File: src/rtl/branch_compare_pipe.sv
// -----------------------------------------------------------------------------
// branch_compare_pipe
//
// Pipelined magnitude comparator and branch-condition resolver for the execute
// path. Two WIDTH-bit operands are compared CHUNK bits at a time, LSB-first,
// CPS chunks per stage, over NS = WIDTH/(CHUNK*CPS) register stages. The last
// stage applies the signed override, decodes funct3 into a taken flag, and
// registers the result that drives the output ports.
//
// Ports:
//   clk, rst_n         clock, asynchronous active-low reset
//   flush              synchronous kill of every in-flight entry
//   in_valid/in_ready  input handshake (in_ready is combinational from
//                      out_ready and flush; there is no skid buffer)
//   in_a, in_b         operands
//   in_funct3, in_tag  branch funct3 and opaque tag
//   out_valid/out_ready output handshake
//   out_less/equal/greater  compare result (signed or unsigned per funct3)
//   out_taken          branch condition true
//   out_illegal        funct3 is 010 or 011
//   out_tag            tag of this result
// -----------------------------------------------------------------------------
module branch_compare_pipe #(
    parameter int WIDTH = 32,
    parameter int CHUNK = 4,
    parameter int CPS   = 2,
    parameter int TAG_W = 5
) (
    input  logic             clk,
    input  logic             rst_n,
    input  logic             flush,
    input  logic             in_valid,
    output logic             in_ready,
    input  logic [WIDTH-1:0] in_a,
    input  logic [WIDTH-1:0] in_b,
    input  logic [2:0]       in_funct3,
    input  logic [TAG_W-1:0] in_tag,
    output logic             out_valid,
    input  logic             out_ready,
    output logic             out_less,
    output logic             out_equal,
    output logic             out_greater,
    output logic             out_taken,
    output logic             out_illegal,
    output logic [TAG_W-1:0] out_tag
);

    // Bits consumed per stage and number of stages.
    localparam int SW = CHUNK * CPS;
    localparam int NS = WIDTH / SW;

    // Flags are carried as {L, E, G}.
    function automatic logic [2:0] fold_slice(
        input logic [SW-1:0] a,
        input logic [SW-1:0] b,
        input logic [2:0]    leg_in
    );
        logic             l;
        logic             e;
        logic             g;
        logic [CHUNK-1:0] ac;
        logic [CHUNK-1:0] bc;
        l = leg_in[2];
        e = leg_in[1];
        g = leg_in[0];
        // Higher chunks are folded later, so a difference there dominates.
        for (int i = 0; i < CPS; i++) begin
            ac = a[i*CHUNK +: CHUNK];
            bc = b[i*CHUNK +: CHUNK];
            l  = (ac < bc) | ((ac == bc) & l);
            g  = (ac > bc) | ((ac == bc) & g);
            e  = (ac == bc) & e;
        end
        return {l, e, g};
    endfunction

    // Returns {taken, illegal}.
    function automatic logic [1:0] decode_taken(
        input logic [2:0] f3,
        input logic       less,
        input logic       equal
    );
        logic [1:0] res;
        case (f3)
            3'b000:         res = {equal, 1'b0};
            3'b001:         res = {~equal, 1'b0};
            3'b100, 3'b110: res = {less, 1'b0};
            3'b101, 3'b111: res = {~less, 1'b0};
            3'b010, 3'b011: res = {1'b0, 1'b1};
            default:        res = {1'b0, 1'b1};
        endcase
        return res;
    endfunction

    logic [NS-1:0] valid_r;
    logic [NS-1:0] adv_s;        // stage k may take new contents this cycle
    logic [NS-1:0] src_valid_s;  // valid of whatever would enter stage k
    logic [NS-1:0] load_s;       // stage k captures a live entry this cycle
    logic          in_fire_s;

    assign in_ready  = ~flush & adv_s[0];
    assign in_fire_s = in_valid & in_ready;

    // Ready chain: a stage can refill if it is empty or its successor can.
    always_comb begin
        adv_s           = '0;
        src_valid_s     = '0;
        load_s          = '0;
        adv_s[NS-1]     = ~valid_r[NS-1] | out_ready;
        for (int k = NS - 2; k >= 0; k--) begin
            adv_s[k] = ~valid_r[k] | adv_s[k+1];
        end
        src_valid_s[0] = in_fire_s;
        for (int k = 1; k < NS; k++) begin
            src_valid_s[k] = valid_r[k-1];
        end
        for (int k = 0; k < NS; k++) begin
            load_s[k] = adv_s[k] & src_valid_s[k] & ~flush;
        end
    end

    // Valid bits; flush empties the pipe at the next edge.
    always_ff @(posedge clk or negedge rst_n) begin
        if (!rst_n) begin
            valid_r <= '0;
        end else if (flush) begin
            valid_r <= '0;
        end else begin
            for (int k = 0; k < NS; k++) begin
                if (adv_s[k]) begin
                    valid_r[k] <= src_valid_s[k];
                end
            end
        end
    end

    for (genvar k = 0; k < NS; k++) begin : stg
        // Operand bits still to be consumed, from stage k's chunk upward. The
        // top bit of this window is always the operand MSB, so the MSBs ride
        // along with the unconsumed bits and need no separate register.
        localparam int SRC_W = WIDTH - k * SW;

        logic [SRC_W-1:0] src_a_s;
        logic [SRC_W-1:0] src_b_s;
        logic [2:0]       src_leg_s;
        logic [2:0]       src_f3_s;
        logic [TAG_W-1:0] src_tag_s;
        logic [2:0]       fold_s;

        if (k == 0) begin : g_src
            assign src_a_s   = in_a;
            assign src_b_s   = in_b;
            assign src_leg_s = 3'b010;
            assign src_f3_s  = in_funct3;
            assign src_tag_s = in_tag;
        end else begin : g_src
            assign src_a_s   = stg[k-1].g_mid.a_rem_r;
            assign src_b_s   = stg[k-1].g_mid.b_rem_r;
            assign src_leg_s = stg[k-1].g_mid.leg_r;
            assign src_f3_s  = stg[k-1].g_mid.f3_r;
            assign src_tag_s = stg[k-1].g_mid.tag_r;
        end

        assign fold_s = fold_slice(src_a_s[SW-1:0], src_b_s[SW-1:0], src_leg_s);

        if (k < NS - 1) begin : g_mid
            logic [SRC_W-SW-1:0] a_rem_r;
            logic [SRC_W-SW-1:0] b_rem_r;
            logic [2:0]          leg_r;
            logic [2:0]          f3_r;
            logic [TAG_W-1:0]    tag_r;

            // Intermediate stage payload: running flags and unconsumed bits.
            always_ff @(posedge clk or negedge rst_n) begin
                if (!rst_n) begin
                    a_rem_r <= '0;
                    b_rem_r <= '0;
                    leg_r   <= 3'b000;
                    f3_r    <= 3'b000;
                    tag_r   <= '0;
                end else if (load_s[k]) begin
                    a_rem_r <= src_a_s[SRC_W-1:SW];
                    b_rem_r <= src_b_s[SRC_W-1:SW];
                    leg_r   <= fold_s;
                    f3_r    <= src_f3_s;
                    tag_r   <= src_tag_s;
                end
            end
        end else begin : g_last
            logic             a_msb_s;
            logic             b_msb_s;
            logic             signed_s;
            logic             res_less_s;
            logic             res_equal_s;
            logic             res_greater_s;
            logic [1:0]       dec_s;
            logic             less_r;
            logic             equal_r;
            logic             greater_r;
            logic             taken_r;
            logic             illegal_r;
            logic [TAG_W-1:0] tag_r;

            assign a_msb_s = src_a_s[SRC_W-1];
            assign b_msb_s = src_b_s[SRC_W-1];
            // Only 11x is unsigned; the illegal 01x codes report signed.
            assign signed_s = ~(src_f3_s[2] & src_f3_s[1]);

            // Signed override on the folded magnitude flags, then decode.
            always_comb begin
                res_less_s    = fold_s[2];
                res_equal_s   = fold_s[1];
                res_greater_s = fold_s[0];
                if (signed_s) begin
                    res_less_s    = (a_msb_s & ~b_msb_s) | ((a_msb_s ~^ b_msb_s) & fold_s[2]);
                    res_greater_s = (~a_msb_s & b_msb_s) | ((a_msb_s ~^ b_msb_s) & fold_s[0]);
                end else begin
                    res_less_s    = fold_s[2];
                    res_greater_s = fold_s[0];
                end
                dec_s = decode_taken(src_f3_s, res_less_s, res_equal_s);
            end

            // Output register; holds while the consumer stalls.
            always_ff @(posedge clk or negedge rst_n) begin
                if (!rst_n) begin
                    less_r    <= 1'b0;
                    equal_r   <= 1'b0;
                    greater_r <= 1'b0;
                    taken_r   <= 1'b0;
                    illegal_r <= 1'b0;
                    tag_r     <= '0;
                end else if (load_s[k]) begin
                    less_r    <= res_less_s;
                    equal_r   <= res_equal_s;
                    greater_r <= res_greater_s;
                    taken_r   <= dec_s[1];
                    illegal_r <= dec_s[0];
                    tag_r     <= src_tag_s;
                end
            end
        end
    end

    assign out_valid   = valid_r[NS-1];
    assign out_less    = stg[NS-1].g_last.less_r;
    assign out_equal   = stg[NS-1].g_last.equal_r;
    assign out_greater = stg[NS-1].g_last.greater_r;
    assign out_taken   = stg[NS-1].g_last.taken_r;
    assign out_illegal = stg[NS-1].g_last.illegal_r;
    assign out_tag     = stg[NS-1].g_last.tag_r;

endmodule

File: config.mk
export PLATFORM = sky130hd
export DESIGN_NAME = branch_compare_pipe
export DESIGN_NICKNAME = d
export VERILOG_FILES = /design/src/rtl/branch_compare_pipe.sv
export SDC_FILE = /design/constraint.sdc
export NUM_CORES = 1
export LEC_CHECK = 0
export ABC_CLOCK_PERIOD_IN_PS = 2500
export BUFFER_PORTS_ARGS = -buffer_cell sky130_fd_sc_hd__buf_2
export CAP_MARGIN = 20
export CELL_PAD_IN_SITES_DETAIL_PLACEMENT = 2
export CELL_PAD_IN_SITES_GLOBAL_PLACEMENT = 2
export CORE_MARGIN = 1.5
export CORE_UTILIZATION = 40
export DETAILED_ROUTE_END_ITERATION = 12
export PLACE_DENSITY = 0.92
export SLEW_MARGIN = 20
export SYNTH_ARGS = -nofsm -noshare
export SYNTH_HDL_FRONTEND = slang
export SYNTH_SLANG_ARGS = --single-unit
File: constraint.sdc
create_clock -name clk -period 2.5 [get_ports clk]
set_input_delay 0.5 -clock clk [delete_from_list [all_inputs] [get_ports clk]]
set_output_delay 0.5 -clock clk [all_outputs]
set_load 0.02 [all_outputs]
==> out/metrics.cfg, run 1 <==
[power]
power.total_uw=7810
clkPwrFrac_pct=32.5
ir_drop_mv=0.480
sw_frac_of_total_pct=30.7
powerDensity_mw_per_mm2=1010
cellLeakagePower_uw=0.00366
p_int_uw=5410
combPwrFrac_pct=25.3
seqPwrFrac_pct=42.2
netSwitchingPower_uw=2400

[synth]
synth_nets=586
ys_seq_area_share_pct=55.7
async_flop_share_pct=100
avgSynthCellArea_um2=13.5
ys_top_cells_by_area=dfrtp_1 (56%), mux2_2 (18%), ha_1 (6.4%)
postSynthCellCount=476
synth_area_mm2=0.00642
yosysTopAreaCellShare_pct=55.7
synth_edf_count=0
synth_top_area_cell=dfrtp_1
yosys_warnings=0
synth.distinct_cells=41
synth_seq_cells=143
synthFlopType=dfrtp_1

[cells_and_area]
syn2layout_area_growth_pct=20.0
layout_common_cells=dfrtp_1 (143), mux2_2 (104), buf_2 (87)
finalInstanceArea_mm2=0.00770
multi_input_area_mm2=0.00256
fill_cells=1537
ff_latch_area_mm2=0.00358
mostFrequentLayoutCell=dfrtp_1
final_util_pct=48.8
drive_gt1_share_pct=43.1
fin_nets=682

[global_route]
overflow=0
grt_pass1_vias=4931
antenna_found_initial=1
grt_usage_pct=23.2
grt_pass1_wl_mm=28.3
grt_max_degree=52

[clocking]
clk_latency_ps=430
clockRootBuffer=clkbuf_16
tritoncts=done
cts_setup_buffers=0
cts_made_buffers=17
clk_pin_slew_ps=60
htree_levels=4
cts_resized=0
cts.path.max_buffers=2
holdBufCountCts=0
numClockSinks=143

[timing]
worstMarginPinSlew_ps=513
setup_viol=0
period_share_pct=91.5
hold_viol=0
setup_ws_ps=212
fmax_mhz=437
period_minus_slack_ps=2290
rsz0062_at_grt=no
tns_ps=0
slew_headroom_pct=65.8
final_max_slew_viol_count=0
finClkSkew_ps=7.54

[route]
dr.pass1.iters=4
ant_nets=0
drc=0
avgRoutedWirePerCell_um=22.4
via_per_inst=5.10
drtIter0Drc=168
vias=4080
wl_mm=17.9

[placement]
io_buffers=88
gp_congestion=0.826
pre_cts_slack_ps=188
dpl.hpwl_mm=11.1
postPlaceCellArea_mm2=0.00711

[critical_path]
endpoint_kind=register
crit_required_ps=2820
r2r_cells=8
worstSetupStartpointType=register
critPathLaunch=stg[2].g_mid.a_rem_r[7]
worstPathMaxFanout=4
r2r-end=out_taken
worstPathArrival_ps=2610
criticalPathCategory=reg -> reg
worstReg2RegStart=stg[2].g_mid.a_rem_r[7]
rrSetupSlack_ps=210

[floorplan]
core_area_mm2=0.0158
dieHeight_um=130
die_area_mm2=0.0168
initial_utilization_pct=40.7
dieWidth_um=130
rows=46
ios=89

[min_path]
hp-class=in -> async

[flow_run]
drv_cap=0

[status]
outcome=complete, no violations

## registers in the layout (all words and copies together), names as in the netlist
| name | count |
|---|---|
| stg.g_mid.tag_r | 15 |
| out_taken | 1 |
| stg.g_mid.leg_r | 9 |
| out_illegal | 1 |
| valid_r | 4 |
| out_tag | 5 |
| stg.g_mid.a_rem_r | 48 |
| out_equal | 1 |
| out_greater | 1 |
| stg.g_mid.b_rem_r | 48 |
| out_less | 1 |
| stg.g_mid.f3_r | 9 |
## kinds of logic after synthesis
group,after synthesis,synth area share (%)
DFF,143,55.7
muxes,121,22.2
and+or+nand+nor,66,5.69
AOI/OAI and AO/OA,56,5.30
buffers and inverters,55,4.35
adders and majority gates,33,6.43
xor gates and xnor gates,2,0.273
## synth_stat cells (2+ instances only)
master and instances:
o22ai_1 2, o21a_1 5, buf_6 8, a211oi_1 3, a21oi_1 14, ha_1 33, clkbuf_1 2, nor2_1 9
o21ai_0 22, mux2_4 17, inv_1 37, buf_2 7, o31ai_1 2, nand2_1 23, dfrtp_1 143, nand2b_1 7
mux2_2 104, nor2b_1 7, nand3_1 2, nand4_1 3, and4_1 6
## routing by layer
metal  GRT usage, %  up-vias  wire length, um
li1               -     1858                -
met5              0        -                0
met3           4.58       42              504
met2           43.3       83             9860
met4           10.2        0              529
met1           25.4     2097             6990
## per-stage QoR
stage               hold slack [ps]  std cells
finish                         11.8        800
global route                   32.5        800
CTS                            42.0        799
detailed placement              481        769
global placement                460        769
floorplan                       204        476
## power groups by stage
stage / clock, uW / combinational (uW) / sequential [uW]
floorplan: 0 / 1220 / 3210
global placement: 0 / 1630 / 3220
detailed placement: 0 / 1870 / 3290
CTS: 2580 / 2010 / 3300
global route: 2670 / 2160 / 3350
finish: 2540 / 1980 / 3290
## critical path: stages (launching register included)
cell	delay, ps
dfrtp_1	370
inv_1	70
ha_1	350
and3_1	270
a221oi_2	380
o21ai_0	190
a21oi_1	230
xnor2_1	90
o31ai_1	230
## how the worst max path moves through the flow
stage,endpoint,slack (ps),cells after the start
floorplan,stg[0].g_mid.a_rem_r[12],430,8
global placement,stg[0].g_mid.a_rem_r[3],480,7
detailed placement,out_taken,190,8
CTS,out_taken,180,8
global route,out_taken,70,8
finish,out_taken,210,8
## final cells by class
type | instances | area share, %
flip-flops and latches | 143 | 46.5
multi-input cells | 278 | 33.3
repair buffers | 95 | 7.29
clock buffers | 27 | 7.05
well taps | 216 | 3.51
inverters | 37 | 1.80
clock inverters | 3 | 0.601
diodes | 1 | 0.0325
No activity file was read; power rests on OpenSTA's default activity.
==> inputs of run 2 (changes only) <==
==> constraint.sdc (replaced) <==
create_clock -name clk -period 2.5 [get_ports clk]
set_input_delay 0.125 -clock clk [delete_from_list [all_inputs] [get_ports clk]]
set_output_delay 0.125 -clock clk [all_outputs]
set_load 0.02 [all_outputs]
==> run 2 against run 1 <==
Effect of this change: cell area grew 7.3%; core utilization up 3.6 points; via count grew 9.5%; clock power grew 8.3%; die area did not move; setup slack lost 130 ps; first-iteration DRC count increased by 20%; non-clock buffer count is 56 higher; sequential share of layout area shrank 3.2 points.
==> out/metrics.cfg, run 2 (synthesis gave the netlist of run 1 again) <==
[floorplan]
ios=89  ; unchanged
core_area_mm2=0.0158  ; unchanged
dieWidth_um=130  ; unchanged
initial_utilization_pct=40.7  ; unchanged
rows=46  ; unchanged
dieHeight_um=130  ; unchanged
die_area_mm2=0.0168  ; unchanged

[timing]
final_max_slew_viol_count=0  ; unchanged
period_share_pct=96.8  ; was 91.5%
tns_ps=0  ; unchanged
fmax_mhz=413  ; was 437 MHz
setup_viol=0  ; unchanged
finClkSkew_ps=14.4  ; was 7.54 ps
period_minus_slack_ps=2420  ; was 2290 ps
timing.hold.ws_ps=11.7  ; was 11.8 ps
rsz0062_at_grt=no  ; unchanged
worstMarginPinSlew_ps=715  ; was 513 ps
hold_viol=0  ; unchanged
slew_headroom_pct=52.3  ; was 65.8%
setup_ws_ps=80.0  ; was 212 ps

[clocking]
clk_latency_ps=440  ; was 430 ps
tritoncts=done  ; unchanged
clk_pin_slew_ps=70  ; was 60 ps
cts_made_buffers=17  ; unchanged
clockRootBuffer=clkbuf_16  ; unchanged
cts_setup_buffers=0  ; unchanged
htree_levels=4  ; unchanged
cts.path.max_buffers=2  ; unchanged
numClockSinks=143  ; unchanged

[cells_and_area]
drive_gt1_share_pct=39.4  ; was 43.1%
mostFrequentLayoutCell=dfrtp_1  ; unchanged
fill_cells=1503  ; was 1537
fin_nets=738  ; was 682
final_util_pct=52.4  ; was 48.8%
layout_common_cells=dfrtp_1 (143), mux2_2 (104), buf_2 (87)  ; unchanged
syn2layout_area_growth_pct=28.7  ; was 20.0%
largestRegisters=stg.g_mid.a_rem_r x48, stg.g_mid.b_rem_r x48, stg.g_mid.tag_r x15  ; unchanged
n_antenna_cell=0  ; was 1

[critical_path]
crit_chain=ha_1 -> nor2b_1 -> o21a_1 -> o21a_1 -> o311ai_0 -> o21ai_0 -> mux2_2  ; was inv_1 -> ha_1 -> and3_1 -> a221oi_2 -> o21ai_0 -> a21oi_1 -> xnor2_1 -> o31ai_1
slowest_delay_ps=500  ; was 380 ps
criticalPathCategory=reg -> reg  ; unchanged
path_common_cell=o21a_1
worstSetupStartpointType=register  ; unchanged
worstPathArrival_ps=2740  ; was 2610 ps
cpMaxStageDelayCell=o311ai_0  ; was a221oi_2
worstPathMaxFanout=2  ; was 4
endpoint_kind=register  ; unchanged
crit_required_ps=2820  ; about the same

[status]
outcome=complete, no violations  ; unchanged

[global_route]
grt_max_degree=73  ; was 52
busiest_layer=met2  ; unchanged
met3_usage_pct=4.79  ; was 4.58%
overflow=0  ; unchanged
antenna_found_initial=0  ; was 1
grtUsageMet2_pct=54.2  ; was 43.3%
grt_pass1_vias=5428  ; was 4931
grt_pass1_wl_mm=34.0  ; was 28.3 mm
met1_usage_pct=30.6  ; was 25.4%
grt_usage_pct=28.6  ; was 23.2%

[route]
avgRoutedWirePerCell_um=26.1  ; was 22.4 um
ant_nets=0  ; unchanged
vias=4466  ; was 4080
wl_mm=22.4  ; was 17.9 mm
dr.pass1.iters=4  ; unchanged
drtIter0Drc=201  ; was 168
drc=0  ; unchanged
via_per_inst=5.22  ; was 5.10

[power]
cellLeakagePower_uw=0.00389  ; was 0.00366 uW
powerDensity_mw_per_mm2=1010  ; about the same
ir_drop_mv=0.543  ; was 0.480 mV

[flow_run]
drv_cap=0  ; unchanged

[min_path]
hp-class=in -> reg  ; was in -> async

[placement]
pre_cts_slack_ps=231  ; was 188 ps
dpl.hpwl_mm=11.7  ; was 11.1 mm
io_buffers=88  ; unchanged
gp_congestion=0.727  ; was 0.826

-- run 2: power breakdown --
part | internal (uW) | switching (uW) | total [uW]
logic | 1040 | 1190 | 2230
registers | 2890 | 485 | 3370
clock network | 1690 | 1070 | 2750
total | 5610 | 2740 | 8360
-- run 2: routing by layer --
metal	up-vias	wire length, um	part of all wire, %
li1	1952	-	-
met1	2336	8500	38
met2	119	12400	56
met3	59	599	2.7
met4	0	849	3.8
met5	-	0	0
-- run 2: what timing repair did --
| item | 4_1_cts | 5_1_grt |
|---|---|---|
| hold buffers | 57 | 0 |
| resized for setup | 0 | 2 |
| setup endpoints to repair | 0 | 1 |
| hold endpoints to repair | 127 | 0 |
-- run 2: area by class of cell --
class                   count  area [um^2]  share of cell area (%)
multi-input cells         278         2580                    31.2
clock inverters            11          165                    2.00
clock buffers              20          447                    5.40
flip-flops and latches    143         3580                    43.3
well taps                 216          270                    3.27
repair buffers            151         1090                    13.2
inverters                  37          139                    1.68
-- run 2: per-stage QoR --
step | cell area, um^2 | instances | total power [uW]
after CTS | 8250 | 856 | 8150
final | 8260 | 856 | 8360
after detailed placement | 7070 | 768 | 5190
after global routing | 8260 | 856 | 8670
after floorplan | 6420 | 476 | 4420
after global placement | 7070 | 768 | 4850
-- run 2: critical path, delay by kind of cell, from the launching register on --
| kind | cells | cell delay (ps) |
|---|---|---|
| flip-flops | 1 | 400 |
| AO/OA/AOI/OAI | 4 | 1080 |
| AND/OR/NAND/NOR | 1 | 170 |
| adder cells (fa/ha/maj) | 1 | 350 |
| multiplexers | 1 | 300 |
-- run 2: worst paths after layout --
path                       slack, ps  cells after the start                       end                    start
setup / recovery                  80                      7     stg[1].g_mid.leg_r[0]  stg[0].g_mid.a_rem_r[1]
hold / removal                    10                      2  stg[0].g_mid.a_rem_r[11]                 in_a[19]
setup reg to reg                  80                      7     stg[1].g_mid.leg_r[0]  stg[0].g_mid.a_rem_r[1]
hold reg to reg                  490                      2                 out_equal                out_equal
max in group asynchronous       1450                      3  stg[0].g_mid.b_rem_r[15]                    rst_n
min in group asynchronous        280                      2  stg[0].g_mid.a_rem_r[11]                    rst_n
==> inputs of run 3 (changes only) <==
--- a/config.mk
+++ b/config.mk
@@ -7,12 +7,13 @@
 export LEC_CHECK = 0
 export ABC_CLOCK_PERIOD_IN_PS = 2500
 export BUFFER_PORTS_ARGS = -buffer_cell sky130_fd_sc_hd__buf_2
-export CAP_MARGIN = 20
+export CAP_MARGIN = 25
 export CELL_PAD_IN_SITES_DETAIL_PLACEMENT = 2
 export CELL_PAD_IN_SITES_GLOBAL_PLACEMENT = 2
 export CORE_MARGIN = 1.5
 export CORE_UTILIZATION = 40
 export DETAILED_ROUTE_END_ITERATION = 12
+export GPL_TIMING_DRIVEN = 0
 export PLACE_DENSITY = 0.92
 export SLEW_MARGIN = 20
 export SYNTH_ARGS = -nofsm -noshare
==> run 3 against run 2 <==
Effect of this change: maximum frequency up 3.5%; flip-flop and latch count unchanged; die area unchanged; setup slack improved by 82 ps; critical path depth grew 1; critical path type unchanged; largest cell class unchanged; clock skew is 1.8 ps lower; wire length fell by 1.3%; core utilization up 0.40 points.
==> out/metrics.cfg, run 3 (synthesis gave the netlist of run 1 again) <==
[global_route]
grt_max_degree=98  ; was 73
grt_pass1_vias=5464  ; was 5428
grt_pass1_wl_mm=34.1  ; was 34.0 mm
antenna_found_initial=1  ; was 0
overflow=0  ; unchanged
grt_usage_pct=28.5  ; was 28.6%

[cells_and_area]
fin_nets=751  ; was 738
finalInstanceArea_mm2=0.00833  ; was 0.00826 mm^2
syn2layout_area_growth_pct=29.7  ; was 28.7%
mostFrequentLayoutCell=dfrtp_1  ; unchanged
n_antenna_cell=0  ; unchanged
final_util_pct=52.8  ; was 52.4%
layout_common_cells=dfrtp_1 (143), mux2_2 (104), buf_2 (94)  ; was dfrtp_1 (143), mux2_2 (104), buf_2 (87)
drive_gt1_share_pct=39.7  ; was 39.4%
largestRegisters=stg.g_mid.a_rem_r x48, stg.g_mid.b_rem_r x48, stg.g_mid.tag_r x15  ; unchanged

[clocking]
cts_made_buffers=17  ; unchanged
holdBufCountCts=57  ; unchanged
htree_levels=4  ; unchanged
numClockSinks=143  ; unchanged
clockRootBuffer=clkbuf_16  ; unchanged
clk_pin_slew_ps=70  ; about the same
cts.path.max_buffers=2  ; unchanged
clk_latency_ps=440  ; about the same
cts_setup_buffers=0  ; unchanged
cts_resized=0  ; unchanged
tritoncts=done  ; unchanged

[critical_path]
cpMaxStageDelayCell=dfrtp_1  ; was o311ai_0
crit_required_ps=2830  ; was 2820 ps
worstPathMaxFanout=4  ; was 2
r2r_cells=8  ; was 7
criticalPathCategory=reg -> reg  ; unchanged
crit_chain=inv_1 -> ha_1 -> and3_1 -> a221oi_2 -> o21ai_0 -> a21oi_1 -> xnor2_1 -> o31ai_1  ; was ha_1 -> nor2b_1 -> o21a_1 -> o21a_1 -> o311ai_0 -> o21ai_0 -> mux2_2
worstPathArrival_ps=2670  ; was 2740 ps
endpoint_kind=register  ; unchanged
worstSetupStartpointType=register  ; unchanged
slowest_delay_ps=390  ; was 500 ps

[timing]
period_minus_slack_ps=2340  ; was 2420 ps
worstMarginPinSlew_ps=674  ; was 715 ps
period_share_pct=93.5  ; was 96.8%
finClkSkew_ps=12.6  ; was 14.4 ps
final_max_slew_viol_count=0  ; unchanged
hold_viol=0  ; unchanged
fmax_mhz=428  ; was 413 MHz
slew_headroom_pct=55.0  ; was 52.3%
rsz0062_at_grt=no  ; unchanged
setup_viol=0  ; unchanged

[power]
powerDensity_mw_per_mm2=975  ; was 1010 mW/mm^2
cellLeakagePower_uw=0.00394  ; was 0.00389 uW
ir_drop_mv=0.463  ; was 0.543 mV

[route]
top_layer_used=met5  ; was met4
drc=0  ; unchanged
vias=4500  ; was 4466
dr.pass1.iters=4  ; unchanged
wl_mm=22.1  ; was 22.4 mm
wl_met1_mm=8.73  ; was 8.50 mm
route.met2.wl_mm=12.0  ; was 12.4 mm
drtIter0Drc=184  ; was 201
wl_met3_um=604  ; was 599 um
avgRoutedWirePerCell_um=25.4  ; was 26.1 um
via_per_inst=5.18  ; was 5.22
ant_nets=0  ; unchanged

[placement]
io_buffers=88  ; unchanged
gp_congestion=0.743  ; was 0.727
dpl.hpwl_mm=12.1  ; was 11.7 mm
postPlaceCellArea_mm2=0.00717  ; was 0.00707 mm^2

[min_path]
hp-class=in -> reg  ; unchanged
whs_path_depth=3  ; was 2

[floorplan]
dieHeight_um=130  ; unchanged
die_area_mm2=0.0168  ; unchanged
dieWidth_um=130  ; unchanged
core_area_mm2=0.0158  ; unchanged
initial_utilization_pct=40.7  ; unchanged
ios=89  ; unchanged
rows=46  ; unchanged

[flow_run]
drv_cap=0  ; unchanged

[status]
outcome=complete, no violations  ; unchanged

run 3: where the power goes:
group	switching [uW]	leakage [uW]	internal [uW]
sequential	452	0.00172	2890
combinational	1100	0.00193	1010
clock	1040	0.000293	1630
total	2590	0.00394	5530
run 3: path summary, 6_finish.rpt:
path,to,startpoint,slack [ps]
min in group asynchronous,stg[0].g_mid.tag_r[4],rst_n,180
worst min register to register,out_equal,out_equal,480
max in group asynchronous,stg[1].g_mid.a_rem_r[13],rst_n,1500
worst min-delay path,stg[0].g_mid.b_rem_r[6],in_b[14],60
worst max register to register,out_taken,stg[2].g_mid.a_rem_r[7],160
worst max-delay path,out_taken,stg[2].g_mid.a_rem_r[7],160
run 3: cell type report:
type / count / area [um^2]
repair buffers: 146 / 1050
clock buffers: 23 / 478
plain buffers: 18 / 140
inverters: 37 / 139
clock inverters: 7 / 110
multi-input cells: 278 / 2560
flip-flops and latches: 143 / 3580
fillers: 1505 / 7440
well taps: 216 / 270
run 3: critical path, delay by kind of cell, from the launching register on:
| family | cells | cell delay (ps) |
|---|---|---|
| xor gates and xnor gates | 1 | 120 |
| adders and majority gates | 1 | 350 |
| AOI/OAI and AO/OA | 4 | 1040 |
| and+or+nand+nor | 1 | 270 |
| buffers and inverters | 1 | 70 |
| DFF | 1 | 390 |
run 3: routing by layer:
metal	up-vias	global-route usage, %
met3	46	4.42
met4	2	13.2
li1	1986	-
met2	120	51.6
met1	2346	33.0
met5	-	0.294
run 3: per-stage QoR:
stage                     hold WS [ps]  TNS [ps]  instances  worst slack, ps  power, uW
after CTS                         8.61         0        868              175       7960
after floorplan                   -171         0        476              435       4420
after global placement             336    -88310        780             -629       4850
after global routing              61.2         0        868             12.9       8460
final                             64.5         0        868              162       8120
after detailed placement          53.9         0        781              313       5170
